--- src/rtl/store_unit.sv ---
// store_unit: execute-stage store path. Decodes STR micro-ops onto the
// D-cache (through a small store buffer drained over an en/ack port) or onto
// the GPIO output register, flags stores to unmapped addresses and reports
// buffer occupancy so loads can stall behind outstanding stores.
module store_unit #(
  parameter int unsigned FIFO_DEPTH = 2,
  parameter int unsigned DC_WORDS   = 31,
  parameter int unsigned GPIO_ADDR  = 32,
  parameter logic [4:0]  UOP_STR    = 5'd11
) (
  input  logic        clk,
  input  logic        rst_n,
  // store request
  input  logic        in_valid,
  output logic        in_ready,
  input  logic [4:0]  uop,
  input  logic [31:0] addr,
  input  logic [31:0] data,
  // D-cache write port
  output logic        dc_wr_en,
  output logic [4:0]  dc_wr_addr,
  output logic [31:0] dc_wr_data,
  input  logic        dc_wr_ack,
  // GPIO
  output logic [31:0] gpio_out,
  output logic        gpio_wr_pulse,
  // status
  output logic        bad_addr,
  output logic        pending
);

  localparam int unsigned PW = (FIFO_DEPTH > 1) ? $clog2(FIFO_DEPTH) : 1;
  localparam int unsigned CW = PW + 1;

  typedef enum logic {
    IDLE,
    WRITE
  } state_e;

  typedef struct packed {
    logic [4:0]  addr;
    logic [31:0] data;
  } entry_t;

  state_e        state_q, state_d;
  entry_t        mem_q [FIFO_DEPTH];
  logic [PW-1:0] head_q, head_d;
  logic [PW-1:0] tail_q, tail_d;
  logic [CW-1:0] count_q, count_d;
  logic [31:0]   gpio_q, gpio_d;
  logic          gpio_pulse_q, gpio_pulse_d;
  logic          bad_q, bad_d;

  logic          accept;
  logic          is_str;
  logic          hit_dc;
  logic          hit_gpio;
  logic          push;
  logic          pop;

  // Request acceptance, address decode and buffer bookkeeping.
  // NOTE: every signal assigned in an always_comb gets a default first, so no
  // path leaves it unassigned and no latch is inferred.
  always_comb begin
    in_ready     = (count_q < CW'(FIFO_DEPTH));
    accept       = in_valid && in_ready;
    is_str       = accept && (uop == UOP_STR);
    hit_dc       = (addr < DC_WORDS);
    hit_gpio     = (addr == GPIO_ADDR);
    push         = is_str && hit_dc;
    // Acks are only meaningful while a write is being presented.
    pop          = (state_q == WRITE) && dc_wr_ack;

    head_d       = pop  ? head_q + PW'(1) : head_q;
    tail_d       = push ? tail_q + PW'(1) : tail_q;
    count_d      = count_q + CW'(push) - CW'(pop);

    gpio_d       = (is_str && hit_gpio) ? data : gpio_q;
    gpio_pulse_d = is_str && hit_gpio;
    bad_d        = bad_q || (is_str && !hit_dc && !hit_gpio);
  end

  // Drain FSM: present the buffer head until acked, keep going while entries remain.
  always_comb begin
    state_d  = state_q;
    dc_wr_en = 1'b0;
    case (state_q)
      IDLE: begin
        if (count_d != '0) state_d = WRITE;
      end
      WRITE: begin
        dc_wr_en = 1'b1;
        if (count_d == '0) state_d = IDLE;
      end
      default: state_d = IDLE;
    endcase
  end

  // Control state registers with synchronous active-low reset.
  // NOTE: sequential state uses non-blocking assignments so every flop samples
  // the pre-edge values regardless of statement order.
  always_ff @(posedge clk) begin
    if (!rst_n) begin
      state_q      <= IDLE;
      head_q       <= '0;
      tail_q       <= '0;
      count_q      <= '0;
      gpio_q       <= '0;
      gpio_pulse_q <= 1'b0;
      bad_q        <= 1'b0;
    end else begin
      state_q      <= state_d;
      head_q       <= head_d;
      tail_q       <= tail_d;
      count_q      <= count_d;
      gpio_q       <= gpio_d;
      gpio_pulse_q <= gpio_pulse_d;
      bad_q        <= bad_d;
    end
  end

  // Store buffer storage, written at the tail on push.
  // NOTE: the storage array is deliberately not reset; entries are only read
  // while the FSM is in WRITE, and the outputs are forced to zero otherwise.
  always_ff @(posedge clk) begin
    if (push) mem_q[tail_q] <= '{addr: addr[4:0], data: data};
  end

  // Output drive: head entry only while a write is being presented.
  always_comb begin
    dc_wr_addr    = dc_wr_en ? mem_q[head_q].addr : '0;
    dc_wr_data    = dc_wr_en ? mem_q[head_q].data : '0;
    gpio_out      = gpio_q;
    gpio_wr_pulse = gpio_pulse_q;
    bad_addr      = bad_q;
    pending       = (count_q != '0);
  end

endmodule

--- config.mk ---
export PLATFORM = sky130hd
export DESIGN_NAME = store_unit
export DESIGN_NICKNAME = d
export VERILOG_FILES = /design/src/rtl/store_unit.sv
export SDC_FILE = /design/constraint.sdc
export NUM_CORES = 1
export LEC_CHECK = 0
export ABC_AREA = 1
export CAP_MARGIN = 20
export CORE_ASPECT_RATIO = 1.5
export CORE_MARGIN = 2
export CORE_UTILIZATION = 40
export DETAILED_ROUTE_END_ITERATION = 10
export PLACE_DENSITY_LB_ADDON = 0.3
export SLEW_MARGIN = 20
export SYNTH_ARGS = -nofsm -noshare
export SYNTH_HDL_FRONTEND = slang
export SYNTH_SLANG_ARGS = --single-unit
--- constraint.sdc ---
create_clock -name clk -period 3.5 [get_ports clk]
set_input_delay 0.7 -clock clk [delete_from_list [all_inputs] [get_ports clk]]
set_output_delay 0.7 -clock clk [all_outputs]
set_load 0.02 [all_outputs]
=== Yosys cells after proc, flatten, opt, wreduce, memory -nomap -nowiden ===
Memory sizes are Yosys's and may differ from the RTL's. A register that Yosys moved wholly into a read port is not among the register bits.
Index checks and enable logic that the tools add are counted.

* Register bits: 39
* Memory bits (writable): 74
* Memories kept: 1

{| class="wikitable"
|+ Memory list
! memory !! words !! bits a word !! rd ports !! clocked after Yosys merged registers in !! wr ports !! line !! RTL
|-
| mem_q || 2 || 37 || 1 || 1 || 1 || 46 || <nowiki>entry_t mem_q [FIFO_DEPTH];</nowiki>
|}

* Add/subtract/negate cells: 4
* Magnitude comparators: 2
* Equality and inequality tests: 2
* Muxes and demuxes: 10
* Bitwise gates (word level): 1
* Reduce and logical (&&, ||, !) cells: 13

{| class="wikitable"
|+ Operators with widths
! operator !! count
|-
| 32-bit by 6-bit equality test with 1-bit output, second input constant || 1
|-
| 32-bit by 5-bit < comparator with 1-bit output, second input constant || 1
|-
| 32-bit two-way mux || 1
|-
| 1-bit logical AND || 7
|-
| 1-bit two-way mux || 7
|-
| 5-bit by 4-bit equality test with 1-bit output, second input constant || 1
|-
| 5-bit two-way mux || 1
|-
| 2-bit nonzero test || 2
|-
| 1-bit adder, second input constant || 2
|-
| 2-bit by 1-bit adder with 2-bit output || 1
|-
| 1-bit logical NOT || 2
|-
| 2-bit logical NOT || 1
|-
| 2-bit < comparator, second input constant || 1
|-
| 1-bit one-hot mux with 2 select lines || 1
|-
| 2-bit by 1-bit subtractor with 2-bit output || 1
|-
| 1-bit logical OR || 1
|-
| 1-bit NOT || 1
|}

=== Logic depth before layout (Yosys ltp) ===
* Word-level depth: 9
* Gate-level depth with buffers: 12

=== Worst setup path before layout ===
OpenSTA, ideal clock, no wires.

* Path type: input-to-reg
* Start point: in uop[4]
* End point: mem mem_q[0][0] (netlist name) (enable)
* Library setup time: 0.431 ns
* Data arrival time: 2.947 ns
* Required time: 3.069 ns
* Slack: 0.122 ns
* Stages: 6
* Path buffers: 1
* Path through: nor3_1 -> nand2b_1 -> inv_2 -> buf_2 -> nand2_1 -> nor2_1

* Word-level cells in the longest chain between the ends: 5

{| class="wikitable"
|+ RTL lines
! item !! line !! RTL
|-
| from (decl) || 16 || <nowiki>input logic [4:0] uop,</nowiki>
|-
| 5-bit by 4-bit equality test with 1-bit output || 67 || <nowiki>is_str = accept && (uop == UOP_STR);</nowiki>
|-
| 1-bit logical AND || 67 ||
|-
| 1-bit logical AND || 70 || <nowiki>push = is_str && hit_dc;</nowiki>
|-
| 1-bit two-way mux || 126 || <nowiki>if (push) mem_q[tail_q] <= '{addr: addr[4:0], data: data};</nowiki>
|-
| 1-bit two-way mux (implied by the code) || 126 ||
|-
| to (decl) || 46 ||
|}

No other way between the ends.

==> flow_metrics.tcl <==
set metrics [dict create \
    outcome "finished, final reports clean" \
    die_w_um 90.2 \
    vias_per_cell 4.79 \
    grtUsageMet1_pct 19.5 \
    place_ws_ns 0.674 \
    syn-cell-area_mm2 0.00446 \
    drt_pass1_iterations 4 \
    grt_first_pass_wirelength_um 17400 \
    post_cts_buffers 0 \
    skew_ns 0.00737 \
    dieArea_mm2 0.0120 \
    sw_frac_of_total_pct 18.5 \
    yosysMostFrequentCell "nor2_1" \
    dr_total_vias 3504 \
    max-slew-margin-rel_pct 52.3 \
    clock_path_buffers 2 \
    clk_latency_ns 0.40 \
    setup.worst_path.class "flip-flop to primary output" \
    synth.avg_cell_area_um2 10.6 \
    wire_per_inst_um 15.2 \
    drive_gt1_share_pct 8.22 \
    cp_max_fo 37 \
    switchingPower_uw 578 \
    clk_pin_slew_ns 0.05 \
    pin_count 147 \
    area_growth_pct 48.1 \
    tns_ns 0 \
    yosysTopAreaCellShare_pct 49.8 \
    initial_utilization_pct 40.8 \
    antenna_found_initial 0 \
    use_met2_pct 35.0 \
    wl_um 11100 \
    ys_types 27 \
    cts-resized-gates 0 \
    synth-edff-count 74 \
    finalSetupViolations 0 \
    htreeDepth 4 \
    worstMarginPinSlew_ns 0.714 \
    port_buffers 146 \
    cts_hold_buffers 0 \
    top_usage_layer "met2" \
    max-cap-violations 0 \
    first_iter_violations 186 \
    peakVddDrop_mv 0.402 \
    syn_nets 497 \
    die_y_um 133 \
    synth_area_leaders "edfxtp_1 (50%), dfxtp_1 (18%), nor2_1 (8.3%)" \
    required_ns 2.80 \
    cts_tree "yes" \
    place.gp.congestion 0.782 \
    grt_overflow 0 \
    ys.flop_type "edfxtp_1" \
    finalMaxSlewViolations 0 \
    antenna_cells 0 \
    cp-start-kind "flip-flop" \
    final_util_pct 60.4 \
    rows 47 \
    cts-root-buf "clkbuf_16" \
    yosysTopAreaCell "edfxtp_1" \
    crit_arrival_ns 2.16 \
    hold_violations 0 \
    grtUsageMet3_pct 4.58 \
    maxClockFrequency_ghz 0.350 \
    setup_slack_ns 0.642 \
    globalRouteTotalUtil_pct 18.7 \
    yosysWarnings 0 \
    finalCritPeriodShare_pct 81.7 \
    synthCells 422 \
    period_needed_ns 2.86 \
    cts.sinks 114 \
    post-route-drc-count 0 \
    core-area_mm2 0.0109 \
    seqPwrFrac_pct 45.9 \
    p_total_uw 3120 \
    dp.final_hpwl_um 7440 \
    ant_nets 0 \
    power_density_mw_per_mm2 473 \
    clkPwrFrac_pct 50.4 \
    grt_max_degree 40 \
    synth_seq_cells 114 \
    synth_common_cells "nor2_1 (99), edfxtp_1 (74), nand2_1 (46), dfxtp_1 (40), o21ai_0 (38)" \
    cp-end-kind "primary output" \
    combPwrFrac_pct 3.7 \
    synthArstFlopShare_pct 0 \
    rsz0062_at_grt "false" \
    grt_pass1_vias 3540 \
    p_int_uw 2540 \
    p_leak_uw 0.00236 \
    hold_class "flip-flop to flip-flop" \
    seq_area_frac_synth_pct 67.8 \
    numCtsBuffers 17 \
    finalNetCount 646 \
]
power by group through the flow:
stage          registers (µW)  clock network [µW]  logic, µW
6_report                 1430                1570        116
5_1_grt                  1430                1670        124
4_1_cts                  1430                1610        116
3_5_place_dp             1460                   0        116
3_3_place_gp             1460                   0        114
2_1_floorplan            1460                   0       15.4
area by class of cell:
| type | count | area, µm² |
|---|---|---|
| fillers | 942 | 4330 |
| flip-flops and latches | 114 | 3020 |
| repair buffers | 154 | 1530 |
| multi-input cells | 272 | 1260 |
| clock buffers | 28 | 538 |
| well taps | 147 | 184 |
| inverters | 12 | 45.0 |
| clock inverters | 4 | 21.3 |
path summary, 6_finish.rpt:
| kind | from | endpoint | slack (ns) | cells past startpoint |
|---|---|---|---|---|
| worst max-delay path | flip-flop | dc_wr_addr[3] | 0.64 | 4 |
| worst min-delay path | gpio_out[26]$_SDFFE_PN0P_ | gpio_out[26]$_SDFFE_PN0P_ | 0.46 | 2 |
| worst max register to register | count_q[1]$_SDFF_PN0_ | state_q$_SDFF_PN0_ | 1.53 | 10 |
| worst min register to register | gpio_out[26]$_SDFFE_PN0P_ | gpio_out[26]$_SDFFE_PN0P_ | 0.46 | 2 |
metrics by stage:
stage,std cells,instance area (µm²),hold slack [ns]
floorplan,422,4460,0.472
global placement,699,6040,0.443
detailed placement,699,6040,0.447
CTS,731,6600,0.466
global route,731,6600,0.482
finish,731,6600,0.462
routing by layer:
metal | up-vias | wire length [µm] | part of all wire [%]
li1 | 1741 | - | -
met1 | 1646 | 4130 | 37
met2 | 107 | 6220 | 56
met3 | 10 | 552 | 5.0
met4 | 0 | 197 | 1.8
met5 | - | 0 | 0
state kept, by name, summed over array words and instances, names as in the netlist, named ones only:
register,cells
tail_q,1
count_q,2
head_q,1
mem_q,74
state_q,1
gpio_out,32
gpio_wr_pulse,1
bad_addr,1
cells in the final DEF, fill, tap and decap left out, types with 2 or more instances in the layout:
| master | count |
|---|---|
| nor2_2 | 4 |
| nand2_2 | 2 |
| clkdlybuf4s50_1 | 146 |
| xnor2_1 | 2 |
| a21oi_1 | 34 |
| dfxtp_1 | 40 |
| inv_1 | 9 |
| nand2_1 | 46 |
| nand3_1 | 33 |
| clkinv_2 | 2 |
| ha_1 | 2 |
| clkbuf_8 | 5 |
| nand3_2 | 2 |
| nor3_1 | 3 |
| buf_4 | 7 |
| clkinv_1 | 2 |
| clkbuf_1 | 5 |
| nor2_1 | 98 |
| edfxtp_1 | 74 |
| o21ai_0 | 38 |
| inv_2 | 2 |
| clkbuf_16 | 18 |
worst max-delay path, stage by stage, from the launching register on:
cell             delay [ns]
dfxtp_1                0.31
inv_2                  0.53
nor2_1                 0.08
nor2_1                 0.19
clkdlybuf4s50_1        0.64
cells by family (layout without fill, tap and decap cells):
logic type / after synthesis / count (layout) / share of synthesized area, %
fa+ha+maj: 2 / 2 / 0.561
buf+inv: 36 / 198 / 4.18
simple gates: 195 / 195 / 18.8
compound gates: 72 / 72 / 8.08
xor+xnor: 3 / 3 / 0.589
flops: 114 / 114 / 67.8
(Power assumes the default switching activity.)
